## config.mk

```make
export PLATFORM = sky130hd
export DESIGN_NAME = threshold_compress
export DESIGN_NICKNAME = d
export VERILOG_FILES = /design/src/rtl/threshold_compress.sv
export SDC_FILE = /design/constraint.sdc
export NUM_CORES = 1
export LEC_CHECK = 0
export BUFFER_PORTS_ARGS = -buffer_cell sky130_fd_sc_hd__buf_2
export CORE_ASPECT_RATIO = 0.7
export CORE_MARGIN = 1
export CORE_UTILIZATION = 56
export DETAILED_ROUTE_END_ITERATION = 8
export GPL_ROUTABILITY_DRIVEN = 0
export GPL_TIMING_DRIVEN = 0
export PLACE_DENSITY = 0.85
export RECOVER_POWER = 25
export SLEW_MARGIN = 20
export SYNTH_ARGS = -nofsm -noshare
export SYNTH_HDL_FRONTEND = slang
export SYNTH_SLANG_ARGS = --single-unit
```

## constraint.sdc

```tcl
create_clock -name clk_i -period 9.3 [get_ports clk_i]
set_input_delay 0.93 -clock clk_i [delete_from_list [all_inputs] [get_ports clk_i]]
set_output_delay 0.93 -clock clk_i [all_outputs]
set_load 0.005 [all_outputs]
```

## src/rtl/threshold_compress.sv

```systemverilog
// Ternarizes signed preactivations against a low/high threshold pair and packs
// each group of N_TRITS trits into one base-3 code. Optional debug port: THRESHOLD_COMPRESS_TRITS_OUT_EN.
module threshold_compress #(
  parameter int OUTPUT_WIDTH = 8,
  localparam int COMPREG_WIDTH = OUTPUT_WIDTH * 5 / 4,
  localparam int N_TRITS = COMPREG_WIDTH / 2
) (
  input  logic                     clk_i,
  input  logic                     rst_i,
  input  logic signed [31:0]       data_i,
  input  logic        [31:0]       threshold_i,
  input  logic                     enable_i,
  output logic [OUTPUT_WIDTH-1:0]  data_o,
  output logic                     ready_o
`ifdef THRESHOLD_COMPRESS_TRITS_OUT_EN
  ,
  output logic [COMPREG_WIDTH-1:0] trits_o
`endif
);

  localparam int CNT_W = (N_TRITS > 1) ? $clog2(N_TRITS) : 1;
  localparam logic [CNT_W-1:0] LAST_IDX = CNT_W'(N_TRITS - 1);

  // Output strobe: ready_o is a one-cycle valid pulse with no ready back-pressure;
  // data_o is meaningful from the pulse onward and holds until the next pulse.

  logic signed [31:0]        lo;
  logic signed [31:0]        hi;
  logic [1:0]                trit_code;
  logic [CNT_W-1:0]          cnt_q;
  logic [COMPREG_WIDTH-1:0]  trit_q;
  logic [COMPREG_WIDTH-1:0]  trit_next;
  logic [OUTPUT_WIDTH-1:0]   code;

  assign lo = {{16{threshold_i[15]}}, threshold_i[15:0]};
  assign hi = {{16{threshold_i[31]}}, threshold_i[31:16]};

  // The +1 test comes first so it wins when the thresholds are inverted.
  always_comb begin
    trit_code = 2'b00;
    if (data_i > hi) begin
      trit_code = 2'b01;
    end else if (data_i < lo) begin
      trit_code = 2'b11;
    end
  end

  always_comb begin
    trit_next = trit_q;
    for (int k = 0; k < N_TRITS; k++) begin
      if (cnt_q == CNT_W'(k)) begin
        trit_next[2*k +: 2] = trit_code;
      end
    end
  end

  function automatic logic [1:0] digit(input logic [1:0] enc);
    case (enc)
      2'b11:   digit = 2'd0;
      2'b01:   digit = 2'd2;
      default: digit = 2'd1;
    endcase
  endfunction

  // Horner evaluation, most significant trit first; every partial sum is
  // bounded by the final code, which always fits OUTPUT_WIDTH.
  always_comb begin
    code = '0;
    for (int k = N_TRITS - 1; k >= 0; k--) begin
      code = (code << 1) + code + {{(OUTPUT_WIDTH-2){1'b0}}, digit(trit_next[2*k +: 2])};
    end
  end

  always_ff @(posedge clk_i) begin
    if (rst_i) begin
      cnt_q   <= '0;
      trit_q  <= '0;
      data_o  <= '0;
      ready_o <= 1'b0;
`ifdef THRESHOLD_COMPRESS_TRITS_OUT_EN
      trits_o <= '0;
`endif
    end else begin
      ready_o <= 1'b0;
      if (enable_i) begin
        trit_q <= trit_next;
        if (cnt_q == LAST_IDX) begin
          cnt_q   <= '0;
          data_o  <= code;
          ready_o <= 1'b1;
`ifdef THRESHOLD_COMPRESS_TRITS_OUT_EN
          trits_o <= trit_next;
`endif
        end else begin
          cnt_q <= cnt_q + 1'b1;
        end
      end
    end
  end

endmodule

```

======== Word-level counts from Yosys, hierarchy flattened ========
Index checks and enable logic that the tools add are counted.
storage, ports and cells
  flip-flop bits (word level) ............. 22
  output and inout bits ................... 9
  logic and storage cells ................. 47
  input bits .............................. 67
cells by class
  reductions and logical operators ........ 3
  multiplexer cells ....................... 14
  equal/unequal tests ..................... 14
  bitwise operators ....................... 1
  order comparisons ....................... 2
  add/subtract/negate cells ............... 9
operators by type and width
  cell                                            number
  greater-than comparator 32 x 16 -> 1 bit        1
  less-than comparator 32 x 16 -> 1 bit           1
  one-hot mux 2 bit (2 select lines)              5
  adder 8 x 2 -> 8 bit                            2
  adder 8 bit                                     2
  two-way mux 2 bit                               7
  == test 2 x 1 -> 1 bit (second input constant)  5
  == test 2 bit (second input constant)           5
  adder 7 x 2 -> 8 bit                            1
  adder 6 x 5 -> 7 bit                            1
  == test 3 x 2 -> 1 bit (second input constant)  2
  adder 4 x 2 -> 5 bit                            1
  adder 3 x 2 -> 4 bit                            1
  adder 3 x 1 -> 3 bit (second input constant)    1
  == test 3 x 1 -> 1 bit (second input constant)  1
  == test 3 bit (second input constant)           1
  zero test 3 bit                                 1
  two-way mux 3 bit                               1
  AND reduction 2 bit                             1
  OR reduction 2 bit                              1
  two-way mux 1 bit                               1
  inverter 1 bit                                  1

======== Logic depth before layout (Yosys ltp) ========
  depth after elaboration ................. 14
  depth in mapped cells ................... 33
  mapped depth without buffers ............ 32

======== Worst setup path after synthesis ========
No wires, ideal clock.
  path type ............................... input to register
  start ................................... input threshold_i[31]
  end ..................................... register data_o[7]
  setup slack ............................. 1722 ps
  path buffers ............................ 1
  data required time ...................... 9214 ps
  stages on the path ...................... 32
  setup time .............................. 86 ps
  data arrival time ....................... 7492 ps
  cells stage by stage .................... inv_1 ha_1 nand4_1 nor2_1 a221o_1 o31ai_1 a21o_1 nand2_1 buf_2 o22a_1 ha_1 ha_1 inv_1 fa_1 inv_1 ha_1 inv_1 fa_1 inv_1 ha_1 inv_1 fa_1 inv_1 a21oi_1 o21ai_0 xor2_1 ha_1 ha_1 a21o_1 a21oi_1 xor3_1 a211oi_1
on the way
  cells in the longest elaborated chain, start to end .. 13
  elaborated cells on any way between the ends .. 30
  those cells by class .................... add/sub (8); order compare (1); eq/ne (10); mux (11)
ends and longest elaborated chain
  element                                                         line  RTL
  start, declared                                                 11    input logic [31:0] threshold_i,
  greater-than comparator 32 x 16 -> 1 bit *                      41    if (data_i > hi) begin
  two-way mux 2 bit *                                             41
  two-way mux 2 bit                                               51    if (cnt_q == CNT_W'(k)) begin
  == test 2 x 1 -> 1 bit / == test 2 bit (equally long branches)  58    case (enc)
  one-hot mux 2 bit (2 select lines)                              58
  adder 3 x 2 -> 4 bit                                            70    code = (code << 1) + code + {{(OUTPUT_WIDTH-2){1'b0}}, digit(trit_next[2*k +: 2])};
  adder 4 x 2 -> 5 bit                                            70
  adder 6 x 5 -> 7 bit                                            70
  adder 7 x 2 -> 8 bit                                            70
  adder 8 bit                                                     70
  adder 8 x 2 -> 8 bit                                            70
  adder 8 bit                                                     70
  adder 8 x 2 -> 8 bit *                                          70
  end signal, assigned                                            89    data_o <= code;
  end, declared                                                   13    output logic [OUTPUT_WIDTH-1:0] data_o,
Mark *: on every way between the ends. The rest lies on a longest branch, timed or not.
A chain may end at the register's enable or synchronous reset.

======== Worst setup path in the final report ========
Same ends and word-level chain as after synthesis.

==> metrics.cfg <==
[critical_path]
highest_cell_delay_on_the_worst_timing_path_ns = 0.55
slowest_stage = fa_1
crit_path_start_kind = primary input
timing_worst_setup_path_type = primary input to register
critical_path_required_ns = 9.47
worst_ep_arrival_ns = 8.56
timing.critical_path.mode_cell = ha_1
rrSetupSlack_ns = 2.61
crit_path_end_kind = register
worst-path-max-fanout = 17
critical_path_buf_inv_count = 7
critical-path-top-delay-family = adder cells

[timing]
hold_slack_ns = 0.460
unrepaired_setup_endpoints_after_global_routing = no
timing_hold_violations_final = 0
fin_tns_setup_ns = 0
setup_viol_count_final = 0
report.final.slew_viol_count = 0
worst_slew_margin_rel = 0.602
fin_skew_ns = 0.00678
max_slew.worst_pin.slew_ns = 0.588
timing.final.crit_period_ns = 8.38
fmaxAchievable_ghz = 0.119
final_period_utilization = 0.901

[synthesis]
synthesis.area_um2 = 3550
fraction_of_registers_with_async_set_or_reset_after_synthesis = 0
synth_area_per_cell_um2 = 8.19
synth-seq-cells = 22
ys.warnings.count = 0
number_of_enable_type_register_cells_in_the_synthesized_netlist = 0
postSynthCellCount = 434
synth.distinct_cells = 47
mappedNetlistNets = 609
synth_sequential_area_ratio = 0.124
synth_flop_cell = dfxtp_1

[cells_and_area]
final_layout_size_suffix_gt1_frac = 0.159
area_delta_synth_final_pct = 13.9
nNetsFinal = 687
antenna_cells = 0
final.fill_count = 514

[placed_design]
place_hpwl_um = 6840
buffer_ports.inserted = 73

[drt]
dr.first_iter.drc_count = 102
ant_nets = 0
vias_per_cell = 5.62
post-route-drc-count = 0
postRouteWirelength_um = 7970
drt_first_pass_iters = 4
routed_wire_length_per_instance_um = 13.6
vias = 3287

[die]
die_width_um = 97.2
start_util = 0.599
std_cell_rows = 23
dieHeight_um = 68.6
io_pins = 76
die_area_um2 = 6670
floorplan.core_area_um2 = 5930

[clock_tree]
cts.repair.resized = 0
cts_buffer_depth = 2
post_cts_hold_buffer_count = 0
clk_latency_ns = 0.26
cts.reportedPaths.clkPinSlew_ns = 0.08
clkSinkCount = 22
total_setup_buffers_inserted_after_cts = 0
cts_buffers = 3
cts_htree_levels = 1
cts.root.buffer_cell = clkbuf_8
cts_tree = done

[global_routing]
grt_first_pass_wirelength_um = 13700
remaining_overflow_grt = 0
pin_count_of_the_biggest_net_entering_global_routing = 18
grt_pass1_vias = 3179
number_of_antenna_violations_at_the_first_check_in_global_routing = 0
grt_util_all_layers = 0.247

[min_path]
worst_hold_path_type = register to register

[power]
leakage_nw = 2.11
p_per_area_nw_per_um2 = 226
ir_drop_mv = 0.274

[job]
max_cap_viols = 0

[status]
run_status = complete, no violations

state kept, by name (all words and copies together) (netlist names):
name and flops:
cnt_q 3, data_o 8, ready_o 1, trit_q 10
metal layers:
layer	wire (um)	track usage
met1	3980	0.326
met2	3670	0.460
met3	295	0.0242
met4	35	0.0276
met5	0	0
cells in the mapped netlist, drive strengths merged, types with 6 or more instances:
| cell | count | area, um2 |
|---|---|---|
| a21o | 14 | 105 |
| a21oi | 48 | 240 |
| clkbuf | 7 | 26.3 |
| dfxtp | 22 | 440 |
| fa | 7 | 140 |
| ha | 101 | 1260 |
| inv | 61 | 229 |
| nand2 | 40 | 150 |
| nand3b | 6 | 45.0 |
| nand4 | 9 | 56.3 |
| nor2 | 25 | 93.8 |
| nor2b | 9 | 56.3 |
| o21ai | 19 | 95.1 |
| xnor2 | 7 | 61.3 |
final timing paths:
check                    startpoint                endpoint  cells after the start
min          data_o[4]$_SDFFE_PP0P_  data_o[4]$_SDFFE_PP0P_                      2
max reg2reg   cnt_q[0]$_SDFFE_PP0P_  data_o[7]$_SDFFE_PP0P_                     28
min reg2reg  data_o[4]$_SDFFE_PP0P_  data_o[4]$_SDFFE_PP0P_                      2
max                 threshold_i[31]  data_o[7]$_SDFFE_PP0P_                     32
stage by stage:
stage                     cell area (um2)   util  power [mW]  setup slack [ns]  instances
final                                4050  0.683       0.914             0.916        585
after floorplan                      3550      -       0.686              1.72        434
after CTS                            4050  0.684       0.910              1.00        585
after detailed placement             4010  0.677       0.840             0.785        582
after global routing                 4050  0.683        1.02             0.360        585
after global placement               4010  0.677       0.804             0.962        582
placed cells by master (no fill, tap or decap), drive strengths merged, types with 5 or more instances in the layout:
| master | count |
|---|---|
| a21o | 14 |
| dfxtp | 22 |
| a211oi | 5 |
| fa | 7 |
| buf | 69 |
| nand2b | 5 |
| o21ai | 19 |
| nand3b | 6 |
| nor2b | 9 |
| inv | 61 |
| ha | 101 |
| nand4 | 9 |
| nor2 | 25 |
| a21oi | 48 |
| clkbuf | 15 |
| nor3b | 5 |
| nand2 | 40 |
| xnor2 | 7 |
power breakdown:
| part | leakage, nW | internal, mW | switching, mW |
|---|---|---|---|
| combinational | 1.91 | 0.351 | 0.404 |
| sequential | 0.178 | 0.0974 | 0.00257 |
| clock | 0.0216 | 0.0289 | 0.0298 |
| total | 2.11 | 0.477 | 0.437 |
cell families after synthesis:
logic type                 count (synthesis)  share of synthesized area
adders and majority gates                108                      0.395
xor gates and xnor gates                  10                     0.0289
buffers and inverters                     69                     0.0732
DFF                                       22                      0.124
and+or+nand+nor                          114                      0.169
AOI/OAI and AO/OA                        106                      0.192
muxes                                      5                     0.0180
layout make-up:
class / count / area [um2] / share of cell area
timing repair buffer: 73 / 359 / 0.0887
sequential: 22 / 440 / 0.109
inverter: 61 / 229 / 0.0566
buffer: 8 / 31.3 / 0.00773
tap: 75 / 93.8 / 0.0232
clock buffer: 3 / 41.3 / 0.0102
multi-input combinational: 343 / 2850 / 0.705
worst reg2reg max path, delay by kind of cell, from the launching register on:
kind	cells	cell delay, ns
buffers and inverters	7	0.79
adders and majority gates	10	3.38
AOI/OAI and AO/OA	5	1.02
and+or+nand+nor	4	0.54
DFF	1	0.36
xor gates and xnor gates	2	0.52
(Power assumes the default switching activity.)
